`src/rtl/countdown_timer_if.sv`:
```
// Control and status bundle for countdown_timer: controller drives the master
// side, the timer owns the slave side.
interface countdown_timer_if #(
    parameter int W = 4
) ();
    logic         en;
    logic         load;
    logic [W-1:0] load_val;
    logic         start;
    logic         pause;
    logic         auto_reload;
    logic [W-1:0] count;
    logic         busy;
    logic         tc;
    logic         done;

    modport master (
        output en, load, load_val, start, pause, auto_reload,
        input  count, busy, tc, done
    );

    modport slave (
        input  en, load, load_val, start, pause, auto_reload,
        output count, busy, tc, done
    );
endinterface

```
`src/rtl/countdown_timer.sv`:
```
// Loadable modulo down-counter with run/hold/done control, a combinational
// terminal-count strobe for cascading and a registered done pulse.
//
// state   | meaning
// IDLE    | stopped, count held, waiting for start
// RUN     | counting down on each en tick
// HOLD    | paused, count frozen until pause drops
// DONE    | one-shot expired at zero, waiting for start or load
module countdown_timer #(
    parameter int W      = 4,
    parameter int RELOAD = 9
) (
    input  logic              clk,
    input  logic              reset,
    countdown_timer_if.slave  bus
);
    typedef enum logic [1:0] {
        ST_IDLE = 2'd0,
        ST_RUN  = 2'd1,
        ST_HOLD = 2'd2,
        ST_DONE = 2'd3
    } state_t;

    localparam logic [W-1:0] RELOAD_V = W'(RELOAD);

    state_t       state_q, state_d;
    logic [W-1:0] count_q, count_d;
    logic [W-1:0] reload_q, reload_d;
    logic         busy_q, busy_d;
    logic         done_q, done_d;
    logic         tc_w;

    always_ff @(posedge clk or posedge reset) begin
        if (reset) begin
            state_q  <= ST_IDLE;
            count_q  <= RELOAD_V;
            reload_q <= RELOAD_V;
            busy_q   <= 1'b0;
            done_q   <= 1'b0;
        end else begin
            state_q  <= state_d;
            count_q  <= count_d;
            reload_q <= reload_d;
            busy_q   <= busy_d;
            done_q   <= done_d;
        end
    end

    always_comb begin
        state_d  = state_q;
        count_d  = count_q;
        reload_d = reload_q;
        tc_w     = (state_q == ST_RUN) && bus.en && !bus.pause && (count_q == '0);

        if (bus.load) begin
            // load wins over everything; a same-cycle start still launches the run
            count_d  = bus.load_val;
            reload_d = bus.load_val;
            if (bus.start) begin
                state_d = ST_RUN;
            end else if (state_q == ST_DONE) begin
                state_d = ST_IDLE;
            end
        end else if (bus.start && (state_q == ST_IDLE)) begin
            state_d = ST_RUN;
        end else if (bus.start && (state_q == ST_DONE)) begin
            state_d = ST_RUN;
            count_d = reload_q;
        end else begin
            case (state_q)
                ST_RUN: begin
                    if (bus.pause) begin
                        state_d = ST_HOLD;
                    end else if (bus.en) begin
                        if (count_q != '0) begin
                            count_d = count_q - 1'b1;
                        end else if (bus.auto_reload) begin
                            count_d = reload_q;
                        end else begin
                            state_d = ST_DONE;
                        end
                    end
                end
                ST_HOLD: begin
                    if (!bus.pause) begin
                        state_d = ST_RUN;
                    end
                end
                default: begin
                end
            endcase
        end

        busy_d = (state_d == ST_RUN) || (state_d == ST_HOLD);
        done_d = tc_w;
    end

    assign bus.count = count_q;
    assign bus.busy  = busy_q;
    assign bus.done  = done_q;
    assign bus.tc    = tc_w;
endmodule

```
`src/flat_wrapper.sv`:
```
// flat-port wrapper written by rule: the top's interface ports become plain ports
module countdown_timer_flat 
#(
    parameter int W      = 4,
    parameter int RELOAD = 9
)
  (clk, reset, bus_en, bus_load, bus_load_val, bus_start, bus_pause, bus_auto_reload, bus_count, bus_busy, bus_tc, bus_done);
  countdown_timer_if #(.W(W)) bus_i ();
  input  logic clk;
  input  logic reset;
  input wire logic [$bits(bus_i.en)-1:0] bus_en;
  input wire logic [$bits(bus_i.load)-1:0] bus_load;
  input wire logic [$bits(bus_i.load_val)-1:0] bus_load_val;
  input wire logic [$bits(bus_i.start)-1:0] bus_start;
  input wire logic [$bits(bus_i.pause)-1:0] bus_pause;
  input wire logic [$bits(bus_i.auto_reload)-1:0] bus_auto_reload;
  output wire logic [$bits(bus_i.count)-1:0] bus_count;
  output wire logic [$bits(bus_i.busy)-1:0] bus_busy;
  output wire logic [$bits(bus_i.tc)-1:0] bus_tc;
  output wire logic [$bits(bus_i.done)-1:0] bus_done;
  assign bus_i.en = bus_en;
  assign bus_i.load = bus_load;
  assign bus_i.load_val = bus_load_val;
  assign bus_i.start = bus_start;
  assign bus_i.pause = bus_pause;
  assign bus_i.auto_reload = bus_auto_reload;
  assign bus_count = bus_i.count;
  assign bus_busy = bus_i.busy;
  assign bus_tc = bus_i.tc;
  assign bus_done = bus_i.done;
  countdown_timer #(.W(W), .RELOAD(RELOAD)) u_core (.clk(clk), .reset(reset), .bus(bus_i));
endmodule
```
`config.mk`:
```
export PLATFORM = sky130hd
export DESIGN_NAME = countdown_timer_flat
export DESIGN_NICKNAME = d
export VERILOG_FILES = /design/src/rtl/countdown_timer_if.sv /design/src/rtl/countdown_timer.sv /design/src/flat_wrapper.sv
export SDC_FILE = /design/constraint.sdc
export NUM_CORES = 1
export LEC_CHECK = 0
export ABC_AREA = 1
export ABC_CLOCK_PERIOD_IN_PS = 3100
export BUFFER_PORTS_ARGS = -buffer_cell sky130_fd_sc_hd__clkbuf_2
export CAP_MARGIN = 20
export CORE_MARGIN = 1
export CORE_UTILIZATION = 30
export DETAILED_ROUTE_END_ITERATION = 8
export GPL_TIMING_DRIVEN = 0
export SLEW_MARGIN = 5
export SYNTH_ARGS = -nofsm -noshare
export SYNTH_HDL_FRONTEND = slang
export SYNTH_SLANG_ARGS = --single-unit
```
`constraint.sdc`:
```
create_clock -name clk -period 3.1 [get_ports clk]
set_clock_uncertainty 0.15 [all_clocks]
set_input_delay 0.775 -clock clk [delete_from_list [all_inputs] [get_ports clk]]
set_output_delay 0.775 -clock clk [all_outputs]
set_load 0.01 [all_outputs]
```
======== Word-level counts from Yosys, hierarchy flattened ========
Index checks and enable logic that the tools add are counted.
word-level totals
  output and inout bits ................... 7
  register bits ........................... 12
  logic and storage cells ................. 46
  input port bits ......................... 11
cells by class
  add/subtract/negate cells ............... 1
  eq/ne operators ......................... 7
  reduce and logical (&&, ||, !) cells .... 14
  multiplexer cells ....................... 19
operator list
  operator                                               number
  two-way mux 4 bit                                      8
  two-way mux 2 bit                                      10
  nonzero test 4 bit                                     2
  equality test 2 bit, second input constant             3
  nonzero test 3 bit                                     2
  logical AND 1 bit                                      5
  AND reduction 5 bit                                    1
  equality test 2 x 1 -> 1 bit, second input constant    2
  logical NOT 4 bit                                      1
  case mux 2 bit (2 select lines)                        1
  subtractor 4 x 1 -> 4 bit, second input constant       1
  inequality test 3 x 2 -> 1 bit, second input constant  1
  logical NOT 2 bit                                      1
  inequality test 2 bit, second input constant           1
  logical NOT 1 bit                                      1
  logical OR 1 bit                                       1

======== Longest topological paths before layout ========
Gate-level depths: netlist of run 1.
  word-level depth ........................ 10
  mapped depth ............................ 12
  depth with buffers taken out ............ 12

======== Least setup slack after synthesis of run 1 ========
Ideal clock, no wire load.
  kind .................................... input-to-output
  start point ............................. input bus_pause
  end point ............................... output bus_tc
  cell stages on the path ................. 3
  setup slack ............................. 0.937 ns
  required time ........................... 2.175 ns
  buffers on the path ..................... 0
  data arrival time ....................... 1.238 ns
  cell sequence ........................... inv_1 nand2_1 nor3_1
on the way
  cells in the longest elaborated chain, start to end .. 3
RTL lines
  item                            line                   RTL
  from (decl)                     flat_wrapper.sv:15     input wire logic [$bits(bus_i.pause)-1:0] bus_pause;
  logical NOT 1 bit               countdown_timer.sv:53  tc_w = (state_q == ST_RUN) && bus.en && !bus.pause && (count_q == '0);
  logical AND 1 bit (2 in a row)  countdown_timer.sv:53
  to (decl)                       flat_wrapper.sv:19     output wire logic [$bits(bus_i.tc)-1:0] bus_tc;
Every way passes these cells.

======== Final worst setup path of run 1 ========
  start point ............................. register u_core.state_q[1]
  end point ............................... output bus_tc
on the way
  cells in the longest elaborated chain, start to end .. 4
RTL lines
  item                            line                   RTL
  from (decl)                     countdown_timer.sv:26  state_t state_q, state_d;
  from (signal assigned)          countdown_timer.sv:41  state_q <= state_d;
  equality test 2 x 1 -> 1 bit    countdown_timer.sv:53
  logical AND 1 bit (3 in a row)  countdown_timer.sv:53
Every way passes these cells.

==> results.cfg, run 1 <==
[detailed_routing]
dr_total_vias = 818
drtPass1Iterations = 4
wirelength_mm = 1.699
drc = 0
antenna_left = 0
viasPerCell = 4.621
wl_per_cell_um = 9.599
drtIter0Drc = 40

[sta]
slew_headroom = 0.6857
hold_viol = 0
worst_slew_pin_slew_ns = 0.4709
rsz0062_at_grt = no
min_period_over_period = 0.7942
layout_setup_ws_ns = 0.6381
slew_violations = 0
timing.setup.tns_ns = 0
setup_viol_count_final = 0
fmax_mhz = 406.2
final.min_clock_period_ns = 2.462

[synthesis]
synth_edf_count = 0
syn_area_um2 = 857.1
ys_warn_count = 0
synth_ff_type = dfrtp_1
synth-seq-area-share = 0.3562
ys_top_cells_by_area = dfrtp_1 (23%), nand2_1 (18%), dfstp_2 (12%)
synthCells = 125
synth_top_area_share = 0.2336
yosys.area.top_type = dfrtp_1
synthTopCellsByCount = nand2_1 (42), inv_1 (18), nand3_1 (12)
synth_cell_types = 19
synth.most_common_cell = nand2_1
ys_ff_latch = 12
syn_avg_cell_area_um2 = 6.857
async_flop_share = 1.000
synthesis.nets = 143

[global_routing]
grt_overflow = 0
grt_pass1_vias = 777
grt_max_degree = 13
grt_pass1_wl_mm = 3.070
antenna_found_initial = 0
grt.total_usage = 0.1243

[worst_setup_path]
r2r-end = u_core.bus.count[1]$_DFFE_PP0P_
max_stage_delay_ns = 0.44
cpMaxStageDelayCell = dfrtp_1
worstPathRequired_ns = 2.17
rr_startpoint = u_core.bus.count[0]$_DFFE_PP1P_
end_kind = primary output
path_cells = inv_1, ha_1, nand2_1, nor3_1, clkbuf_2
critPathLaunchType = register
r2r_cells = 10
crit_start = u_core.state_q[1]$_DFF_PP0_
cp_max_fo = 5
worstSetupPathType = reg -> out
timing.reg2reg.setup_slack_ns = 1.35
endpoint = bus_tc
cp.arrival_ns = 1.54

[floorplanning]
rows = 19
die_x_um = 55.45
ioPinCount = 18
start_util = 0.3135
chipHeight_um = 55.45
fp.coreArea_um2 = 2734
dieArea_um2 = 3075

[place]
io_buffers = 17
post-place-ws_ns = 0.7364
hpwl_mm = 1.471
placedCellCount = 173
gp_congestion = 0.7891
postPlaceCellArea_um2 = 980.9

[clocking]
clk_pin_slew_ns = 0.07
cts-resized-gates = 0
cts-root-buf = clkbuf_4
insertion_delay_ns = 0.27
cts_tree = built
cts_setup_buffers = 0
cts.sinks = 12
h-tree-depth = 1
clock_path_buffers = 2
numCtsBuffers = 3
postCtsHoldBufs = 0

[pwr]
p_per_area_nw_per_um2 = 847.2
pwr-share-seq = 0.302
switching_share = 0.4537
power_uw = 861.8
switchingPower_uw = 391.0
pwr-share-comb = 0.557
ir_drop_mv = 0.4559
power.share.clock = 0.141
p_int_uw = 470.8
p_leak_uw = 0.0005877

[layout]
syn_to_final_growth_pct = 18.69
multi_input_area_um2 = 460.4
fillCellCount = 302
num_antenna_cells = 0
layout.cells.non_filler = 177
drive_gt1_frac = 0.2534
regArea_um2 = 305.3
finalInstanceArea_um2 = 1017
finish.net_count = 165

[run]
cap_violations = 0

[worst_hold_path]
min_path_type = in -> async

[status]
status = completed
kinds of logic after synthesis:
kind of cell / share of synthesized area
xor+xnor: 0.01022
buf+inv: 0.1065
fa+ha+maj: 0.1022
compound gates: 0.07737
flops: 0.3562
simple gates: 0.3475
critical path: cells and delay by family (launching register included):
family	cells	cell delay, ns
fa+ha+maj	1	0.22
buf+inv	2	0.29
flops	1	0.44
simple gates	2	0.32
power by group through the flow:
stage / logic, uW / registers [uW] / clock network (uW)
floorplan: 356 / 271 / 0
finish: 480 / 260 / 122
detailed placement: 489 / 263 / 0
global route: 565 / 269 / 131
global placement: 474 / 263 / 0
CTS: 491 / 261 / 128
how the worst min path moves through the flow:
stage                                           end  slack (ns)  cells past startpoint                             from
detailed placement  u_core.bus.count[3]$_DFFE_PP1P_        0.34                      2  u_core.bus.count[3]$_DFFE_PP1P_
global route              u_core.bus.busy$_DFF_PP0_        0.37                      2                            reset
global placement     u_core.reload_q[3]$_DFFE_PP1P_        0.33                      2   u_core.reload_q[3]$_DFFE_PP1P_
floorplan            u_core.reload_q[0]$_DFFE_PP1P_        0.31                      2   u_core.reload_q[0]$_DFFE_PP1P_
CTS                  u_core.reload_q[1]$_DFFE_PP0P_        0.34                      2                            reset
finish                    u_core.bus.busy$_DFF_PP0_        0.34                      2                            reset
state kept, by name, summed over array words and instances, names as in the netlist:
signal            cells
u_core.bus.busy       1
u_core.reload_q       4
u_core.state_q        2
u_core.bus.count      4
u_core.bus.done       1
cell usage in the layout, fill, tap and decap left out, drive strengths merged:
cell    netlist  layout
a21oi         2       2
nand4         1       1
clkbuf        0      21
nand3        12      12
nand2        47      47
o21ai         9       9
clkinv        1       1
nor2          8       8
xnor2         1       1
inv          22      22
nor3          1       1
buf           1       1
ha            7       7
dfstp         4       4
a21boi        1       1
dfrtp         8       8
metrics by stage:
stage,hold slack (ns),utilization
floorplan,0.3097,-
global placement,0.3296,0.3588
detailed placement,0.3394,0.3588
CTS,0.3444,0.3721
global route,0.3662,0.3721
finish,0.3400,0.3721
area by class of cell:
| type | instances | share of cell area |
|---|---|---|
| multi-input cells | 89 | 0.4526 |
| flip-flops and latches | 12 | 0.3001 |
| repair buffers | 17 | 0.08364 |
| inverters | 23 | 0.08487 |
| clock buffers | 4 | 0.03567 |
| well taps | 31 | 0.03813 |
| plain buffers | 1 | 0.004920 |
metal layers:
layer	up-vias	wire length, um	global-route usage
met4	0	24	0.05357
met2	13	803	0.2031
li1	427	-	-
met5	-	0	0
met3	4	51	0.02108
met1	374	819	0.1615
Note: power is estimated with default switching activity, not from simulation.
==> inputs of run 2 (changes only) <==
- ABC_CLOCK_PERIOD_IN_PS: 3100 -> 2400
- clock period: 3.1 -> 2.4 ns (I/O delays scaled with it)
==> results.cfg, run 2 (synthesis gave the netlist of run 1 again) <==
[sta]
slew_headroom = 0.6857
slew_violations = 0
hold_viol = 0
setup_viol_count_final = 0
fmax_mhz = 449.8
timing.setup.tns_ns = 0
worst_slew_pin_slew_ns = 0.4710
rsz0062_at_grt = no
final.min_clock_period_ns = 2.223
min_period_over_period = 0.9263

[clocking]
cts_setup_buffers = 0
cts.sinks = 12
cts-root-buf = clkbuf_4
clk_pin_slew_ns = 0.07
numCtsBuffers = 3
h-tree-depth = 1
cts_tree = built
insertion_delay_ns = 0.27
cts-resized-gates = 0
clock_path_buffers = 2
postCtsHoldBufs = 0

[pwr]
p_leak_uw = 0.0005874
pwr-share-comb = 0.559
power.share.clock = 0.140
ir_drop_mv = 0.6069
switchingPower_uw = 507.8
pwr-share-seq = 0.300
switching_share = 0.4539
p_int_uw = 611.0
p_per_area_nw_per_um2 = 1092

[place]
hpwl_mm = 1.471
gp_congestion = 0.7891
postPlaceCellArea_um2 = 980.9
io_buffers = 17

[layout]
fin_util = 0.3748
layout_common_cells = nand2_1 (42), inv_1 (18), clkbuf_2 (17)
num_antenna_cells = 0
drive_gt1_frac = 0.2671
syn_to_final_growth_pct = 19.56
finish.net_count = 165
layout_commonest_cell = nand2_1
finalInstanceArea_um2 = 1025

[floorplanning]
die_x_um = 55.45
rows = 19
dieArea_um2 = 3075
fp.coreArea_um2 = 2734
ioPinCount = 18
chipHeight_um = 55.45
start_util = 0.3135

[worst_setup_path]
crit_start = u_core.state_q[1]$_DFF_PP0_
timing.reg2reg.setup_slack_ns = 0.64
endpoint = bus_tc
critPathLaunchType = register
worstSetupPathType = reg -> out
cp.arrival_ns = 1.47
end_kind = primary output
cp_max_fo = 5
worstPathRequired_ns = 1.65
rr_startpoint = u_core.bus.count[0]$_DFFE_PP1P_
r2r_cells = 10
r2r-end = u_core.bus.count[1]$_DFFE_PP0P_

[detailed_routing]
drtIter0Drc = 41
drc = 0
drtPass1Iterations = 4
wl_per_cell_um = 9.633
viasPerCell = 4.621
routed-wl-met2_um = 812
antenna_left = 0
dr.max_layer_used = met4
dr_total_vias = 818
wl_met3_um = 51
wirelength_mm = 1.705
m1WireLength_um = 816

[global_routing]
grt_max_degree = 13
grt_pass1_vias = 777
grt_pass1_wl_mm = 3.070
antenna_found_initial = 0
grt.total_usage = 0.1243
grt_overflow = 0

[worst_hold_path]
min_path_type = in -> async

[status]
status = completed

[run]
cap_violations = 0
## run 2: stage by stage
stage          total power [uW]  setup slack, ns  instances  hold slack [ns]
6_report                   1119           0.1769        177           0.1650
5_1_grt                    1252          0.02343        177           0.1912
4_1_cts                    1135          0.07158        177           0.1694
3_5_place_dp              971.6           0.3864        173           0.3394
3_3_place_gp              951.6           0.3958        173           0.3296
2_1_floorplan             809.9           0.5585        125           0.3097
## run 2: power by group through the flow
stage | Combinational [uW] | Sequential, uW | Clock [uW]
5_1_grt | 735 | 347 | 170
2_1_floorplan | 460 | 350 | 0
3_3_place_gp | 612 | 339 | 0
3_5_place_dp | 632 | 340 | 0
6_report | 626 | 336 | 157
4_1_cts | 634 | 337 | 165
## run 2: cell type report
type                            count  area [um2]
Buffer                              1       5.005
Clock buffer                        4       36.28
Fill cell                         301        1709
Inverter                           23       86.33
Multi-Input combinational cell     89       467.9
Sequential cell                    12       305.3
Tap cell                           31       38.79
Timing Repair Buffer               17       85.08
## run 2: routing by layer
metal / vias up / GRT usage
met5: - / 0
met4: 0 / 0.05357
met3: 4 / 0.02108
met2: 13 / 0.2031
met1: 374 / 0.1615
li1: 427 / -
## run 2: worst max-delay path, cell delays in order, from the launching register on
cell and delay [ns]:
dfrtp_1 0.44, inv_1 0.12, ha_2 0.21, nand2_1 0.09
nor3_2 0.18, clkbuf_2 0.16
## run 2: how the worst min path moves through the flow
stage                                         start                               to  slack [ns]
floorplan                                     reset        u_core.bus.busy$_DFF_PP0_        0.31
global placement     u_core.reload_q[3]$_DFFE_PP1P_   u_core.reload_q[3]$_DFFE_PP1P_        0.33
detailed placement  u_core.bus.count[3]$_DFFE_PP1P_  u_core.bus.count[3]$_DFFE_PP1P_        0.34
CTS                                           reset   u_core.reload_q[1]$_DFFE_PP0P_        0.17
global route                                  reset        u_core.bus.busy$_DFF_PP0_        0.19
finish                                        reset        u_core.bus.busy$_DFF_PP0_        0.17
